### config.mk
export PLATFORM = sky130hd
export DESIGN_NAME = pixel_reader
export DESIGN_NICKNAME = d
export VERILOG_FILES = /design/src/rtl/pixel_reader.sv
export SDC_FILE = /design/constraint.sdc
export NUM_CORES = 2
export LEC_CHECK = 0
export CAP_MARGIN = 20
export CORE_MARGIN = 2
export CORE_UTILIZATION = 52
export CTS_CLUSTER_DIAMETER = 40
export DETAILED_ROUTE_END_ITERATION = 8
export PLACE_DENSITY = 0.68
export SYNTH_ARGS = -nofsm -noshare
export SYNTH_HDL_FRONTEND = slang
export SYNTH_SLANG_ARGS = --single-unit
### constraint.sdc
create_clock -name in_clk -period 12.2 [get_ports in_clk]
set_input_delay 2.44 -clock in_clk [delete_from_list [all_inputs] [get_ports in_clk]]
set_output_delay 2.44 -clock in_clk [all_outputs]
set_load 0.01 [all_outputs]
### src/rtl/pixel_reader.sv
// pixel_reader: framebuffer fetch stage. Issues Avalon-MM burst reads over a
// linear 32-bit-per-pixel framebuffer and streams the pixels out as Avalon-ST.
//
// Ports:
//   in_clk, in_reset        clock, asynchronous active-high reset
//   in_next_frame           frame advance level; its rising edge restarts fetch
//   out_mem_*, in_mem_*     Avalon-MM burst read master
//   out_pixel_data/valid    Avalon-ST source, FIFO head (show-ahead)
//   in_pixel_ready          sink accepts the pixel
module pixel_reader #(
    parameter logic [31:0] BASE_ADDR  = 32'h0000_0000,
    parameter int          WIDTH      = 800,
    parameter int          HEIGHT     = 480,
    parameter int          BURST_LEN  = 16,
    parameter int          FIFO_DEPTH = 64
) (
    input  logic                         in_clk,
    input  logic                         in_reset,
    input  logic                         in_next_frame,
    output logic [31:0]                  out_mem_address,
    output logic                         out_mem_read,
    output logic [$clog2(BURST_LEN):0]   out_mem_burstcount,
    input  logic                         in_mem_waitrequest,
    input  logic [31:0]                  in_mem_readdata,
    input  logic                         in_mem_readdatavalid,
    output logic [23:0]                  out_pixel_data,
    output logic                         out_pixel_valid,
    input  logic                         in_pixel_ready
);

    localparam int TOTAL = WIDTH * HEIGHT;
    localparam int REQ_W = $clog2(TOTAL + 1);
    localparam int OUT_W = $clog2(FIFO_DEPTH + BURST_LEN + 1);
    localparam int PTR_W = $clog2(FIFO_DEPTH);
    localparam int CNT_W = PTR_W + 1;
    localparam int SUM_W = OUT_W + 2;
    localparam int BC_W  = $clog2(BURST_LEN) + 1;

    localparam logic [1:0] ST_IDLE  = 2'd0;
    localparam logic [1:0] ST_FETCH = 2'd1;
    localparam logic [1:0] ST_FLUSH = 2'd2;

    logic [1:0]       state;
    logic             prev;
    logic [REQ_W-1:0] requested;
    logic [OUT_W-1:0] outstanding;
    logic [OUT_W-1:0] out_nxt;
    logic [PTR_W-1:0] wr_ptr;
    logic [PTR_W-1:0] rd_ptr;
    logic [CNT_W-1:0] fifo_count;
    logic [23:0]      fifo_mem [FIFO_DEPTH];

    logic next_edge;
    logic accept;
    logic push;
    logic pop;
    logic more;
    logic last_burst;
    logic credit_ok;
    logic unused_hi;

    assign out_mem_burstcount = BC_W'(BURST_LEN);
    assign unused_hi = ^in_mem_readdata[31:24];

    assign next_edge  = in_next_frame & ~prev;
    assign accept     = out_mem_read & ~in_mem_waitrequest;
    assign more       = requested < REQ_W'(TOTAL);
    assign last_burst = requested == REQ_W'(TOTAL - BURST_LEN);

    // Outstanding beats are reserved FIFO space, so the FIFO can never overflow.
    assign credit_ok = SUM_W'(fifo_count) + SUM_W'(outstanding)
                       + SUM_W'(BURST_LEN) <= SUM_W'(FIFO_DEPTH);

    // Beats of an abandoned frame are dropped while flushing or on the restart edge.
    assign push = in_mem_readdatavalid & (state != ST_FLUSH) & ~next_edge;
    assign pop  = out_pixel_valid & in_pixel_ready & ~next_edge;

    always_comb begin
        out_nxt = outstanding;
        if (accept)
            out_nxt = out_nxt + OUT_W'(BURST_LEN);
        if (in_mem_readdatavalid)
            out_nxt = out_nxt - OUT_W'(1);
    end

    always_ff @(posedge in_clk or posedge in_reset) begin
        if (in_reset) begin
            prev            <= 1'b0;
            state           <= ST_IDLE;
            requested       <= '0;
            outstanding     <= '0;
            out_mem_read    <= 1'b0;
            out_mem_address <= BASE_ADDR;
        end else begin
            prev        <= in_next_frame;
            outstanding <= out_nxt;
            if (next_edge) begin
                requested       <= '0;
                out_mem_address <= BASE_ADDR;
                out_mem_read    <= 1'b0;
                if (state == ST_FLUSH || out_nxt != '0)
                    state <= ST_FLUSH;
                else
                    state <= ST_FETCH;
            end else begin
                if (accept) begin
                    out_mem_read    <= 1'b0;
                    out_mem_address <= out_mem_address + 32'(4 * BURST_LEN);
                    requested       <= requested + REQ_W'(BURST_LEN);
                end
                case (state)
                    ST_FETCH: begin
                        if (accept && last_burst)
                            state <= ST_IDLE;
                        else if (!out_mem_read && more && credit_ok)
                            out_mem_read <= 1'b1;
                    end
                    ST_FLUSH: begin
                        if (outstanding == '0)
                            state <= ST_FETCH;
                    end
                    default: ;
                endcase
            end
        end
    end

    always_ff @(posedge in_clk or posedge in_reset) begin
        if (in_reset) begin
            wr_ptr     <= '0;
            rd_ptr     <= '0;
            fifo_count <= '0;
        end else if (next_edge) begin
            wr_ptr     <= '0;
            rd_ptr     <= '0;
            fifo_count <= '0;
        end else begin
            if (push)
                wr_ptr <= wr_ptr + PTR_W'(1);
            if (pop)
                rd_ptr <= rd_ptr + PTR_W'(1);
            fifo_count <= fifo_count + CNT_W'(push) - CNT_W'(pop);
        end
    end

    always_ff @(posedge in_clk) begin
        if (push)
            fifo_mem[wr_ptr] <= in_mem_readdata[23:0];
    end

    assign out_pixel_data  = fifo_mem[rd_ptr];
    assign out_pixel_valid = fifo_count != '0;

endmodule

==> reports/qor.yml <==
status:
  status: "completed"
die:
  die_w_um: 352
  ios: 101
  fp.coreArea_mm2: 0.120
  die_h_um: 352
  placementRows: 127
  dieArea_mm2: 0.124
  initial_utilization_pct: 52.5
setup_path:
  max_stage_delay_ns: 1.08
  cp.depth: 9
  cp_cell_sequence: "buf_4, nand3b_1, buf_4, o22ai_1, a211oi_1, a21oi_1, o21ai_1, a21oi_1, clkdlybuf4s50_1"
  reg2reg_depth: 16
  path_buf_inv: 3
  cpLargestDelayFamily: "compound AO/OA/AOI/OAI gates"
  worstPathRequired_ns: 9.76
  worstPathArrival_ns: 5.95
  worstSetupStartpointType: "flop"
  reg2reg_to: "fifo_count[6]"
  critPathMaxFanout: 35
  setup.worst_path.class: "reg -> out"
  r2r_start: "fifo_count[2]"
  cp-startpoint: "rd_ptr[0]"
  slowest_stage: "a211oi_1"
  rrSetupSlack_ns: 8.41
  crit_path_end_kind: "output port"
detailed_routing:
  firstDrtPassIters: 5
  drc_errors: 0
  wl_per_cell_um: 30.1
  via_count: 31649
  first_iter_violations: 4061
  ant_nets: 0
  drt_wl_total_um: 153000
  viasPerCell: 6.23
grt:
  grt_pass1_wl_um: 220000
  overflow: 0
  grt_pass1_vias: 31644
  antenna_found_initial: 6
  grt_util_all_layers_pct: 25.1
  grt_max_degree: 163
synth:
  synth_edf_count: 1536
  ys_seq_area_share_pct: 76.1
  ys.flop_type: "edfxtp_1"
  yosysWarnings: 0
  ys_ff_latch: 1607
  async_flop_share_pct: 4.42
  synth_cell_types: 59
  syn_area_mm2: 0.0629
  synth_cells: 3104
  syn_area_per_cell_um2: 20.3
power_and_ir_drop:
  power_density_mw_per_mm2: 206
  peakVddDrop_uv: 159
  p_leak_nw: 22.9
sta:
  rsz0062_at_grt: "no"
  finalCritPeriodShare_pct: 68.8
  slew_headroom_pct: 12.4
  finClkSkew_ns: 0.0331
  fin_crit_ns: 8.39
  report.final.hold_viol_count: 0
  timing.final.max_slew_violations: 0
  setup_violations: 0
  tightest_slew_ns: 1.31
  clock.fmax_mhz: 119
  timing.setup.tns_ns: 0
  fin_ws_ns: 3.81
clock_tree:
  cts_max_level: 4
  cts_resized: 0
  cts_tree: "built"
  cts_setup_buffers: 0
  cts_root_buffer: "clkbuf_16"
  cts_sinks: 1607
  cts_buffer_depth: 3
  clkTransAtPathRegs_ns: 0.06
  worst_skew_pair.late_latency_ns: 0.78
  cts_buffers: 179
  ctsHoldBuffers: 0
finish:
  layout_commonest_cell: "edfxtp_1"
  final_cell_mix: "edfxtp_1, mux4_2, mux2i_1, clkbuf_16, buf_4"
  area_growth_pct: 14.2
  n_fill_cell: 8325
  finalInstanceArea_mm2: 0.0719
  finalNetCount: 3389
  diodes: 0
  drive_gt1_share_pct: 23.1
placed_design:
  dp_slack_ns: 4.61
  globalplace.congestion: 0.931
  placedInstanceArea_mm2: 0.0658
  place.detailed.hpwl_um: 88400
  port_buffers: 81
worst_hold_path:
  hold_path_depth: 1
  min_path_type: "reg -> reg"
  hold_end: "state[1]"
  min_from: "state[1]"
job:
  maxCapViolCount: 0
[layer usage]
| metal | share of wire (%) | GRT usage, % | vias to the layer above |
|---|---|---|---|
| met2 | 47 | 39.1 | 1589 |
| met5 | 0 | 0 | - |
| met3 | 9.9 | 5.70 | 281 |
| met1 | 39 | 35.0 | 16523 |
| li1 | - | - | 13256 |
| met4 | 3.7 | 9.52 | 0 |
[cells by family (layout without fill, tap and decap cells)]
logic type	after synthesis	count (layout)	share of synthesized area [%]
mux	552	552	14.5
buf+inv	194	550	1.74
compound gates	357	357	3.81
other cells	2	11	0.0119
flops	1607	1607	76.1
simple gates	301	301	2.32
fa+ha+maj	31	31	0.640
xor+xnor	60	60	0.835
[how the worst max path moves through the flow]
stage                             end  slack [ns]
floorplan              fifo_mem[1][0]        6.04
global placement    out_pixel_data[7]        4.63
detailed placement  out_pixel_data[7]        4.61
CTS                 out_pixel_data[7]        3.74
global route        out_pixel_data[0]        3.62
finish              out_pixel_data[3]        3.81
[layout make-up]
type | instances | area, um^2 | area share [%]
Clock buffer | 211 | 4620 | 6.43
Clock inverter | 119 | 1430 | 2.00
Inverter | 20 | 75.1 | 0.104
Multi-Input combinational cell | 1312 | 14200 | 19.7
Sequential cell | 1607 | 47900 | 66.7
Tap cell | 1612 | 2020 | 2.81
Timing Repair Buffer | 200 | 1620 | 2.26
[synthesized netlist by cell type, types with 3 or more instances]
library cell  count  area (um^2)
a21o_1            3         22.5
and4_1            3         26.3
o22ai_1          95          594
and2_1            8         50.1
nor3_1           26          130
mux2i_1         263         2630
or3_1             6         37.5
nor2b_1          11         68.8
edfxtp_1       1536        46100
or3b_2            3         26.3
and3_1            9         56.3
nand3_1          28          140
a21oi_1          65          325
nand2_1          33          124
ha_1             29          363
o31ai_1           3         22.5
o21ai_1          23          115
buf_1            11         41.3
dfrtp_1          71         1780
o21bai_1          3         22.5
a211oi_1         89          668
mux4_2          289         6510
o21ai_0           7         35.0
nor4b_1           3         26.3
inv_1            20         75.1
nand2b_1         10         62.6
nand4_1          12         75.1
xor2_1           38          333
nor2_1          131          492
buf_4            39          293
buf_2            56          280
a211oi_2          8          100
a22oi_1          48          360
xnor2_1          22          193
nand3b_1          5         37.5
clkbuf_1         48          180
nor4_1            4         25.0
buf_6            20          225
[per-stage QoR]
stage	instances	total power, mW	hold WS, ns	utilization [%]
final	5081	14.8	0.502	59.9
after global routing	5081	15.3	0.523	59.9
after CTS	5079	14.9	0.506	59.9
after detailed placement	4749	9.51	0.492	54.8
after global placement	4748	9.44	0.484	54.8
after floorplan	3113	8.50	0.463	-
[report_power, final]
part           internal [mW]  switching [mW]  leakage, nW
sequential              6.13           0.131         14.8
combinational           1.38            1.76         5.29
clock                   3.20            2.23         2.89
[state kept, by name, summed over array words and instances (netlist names)]
name	count
wr_ptr	6
requested	15
prev	1
rd_ptr	6
fifo_mem	1536
fifo_count	7
state	2
outstanding	7
out_mem_address	26
out_mem_read	1
Power figures use the tool's default switching activity.
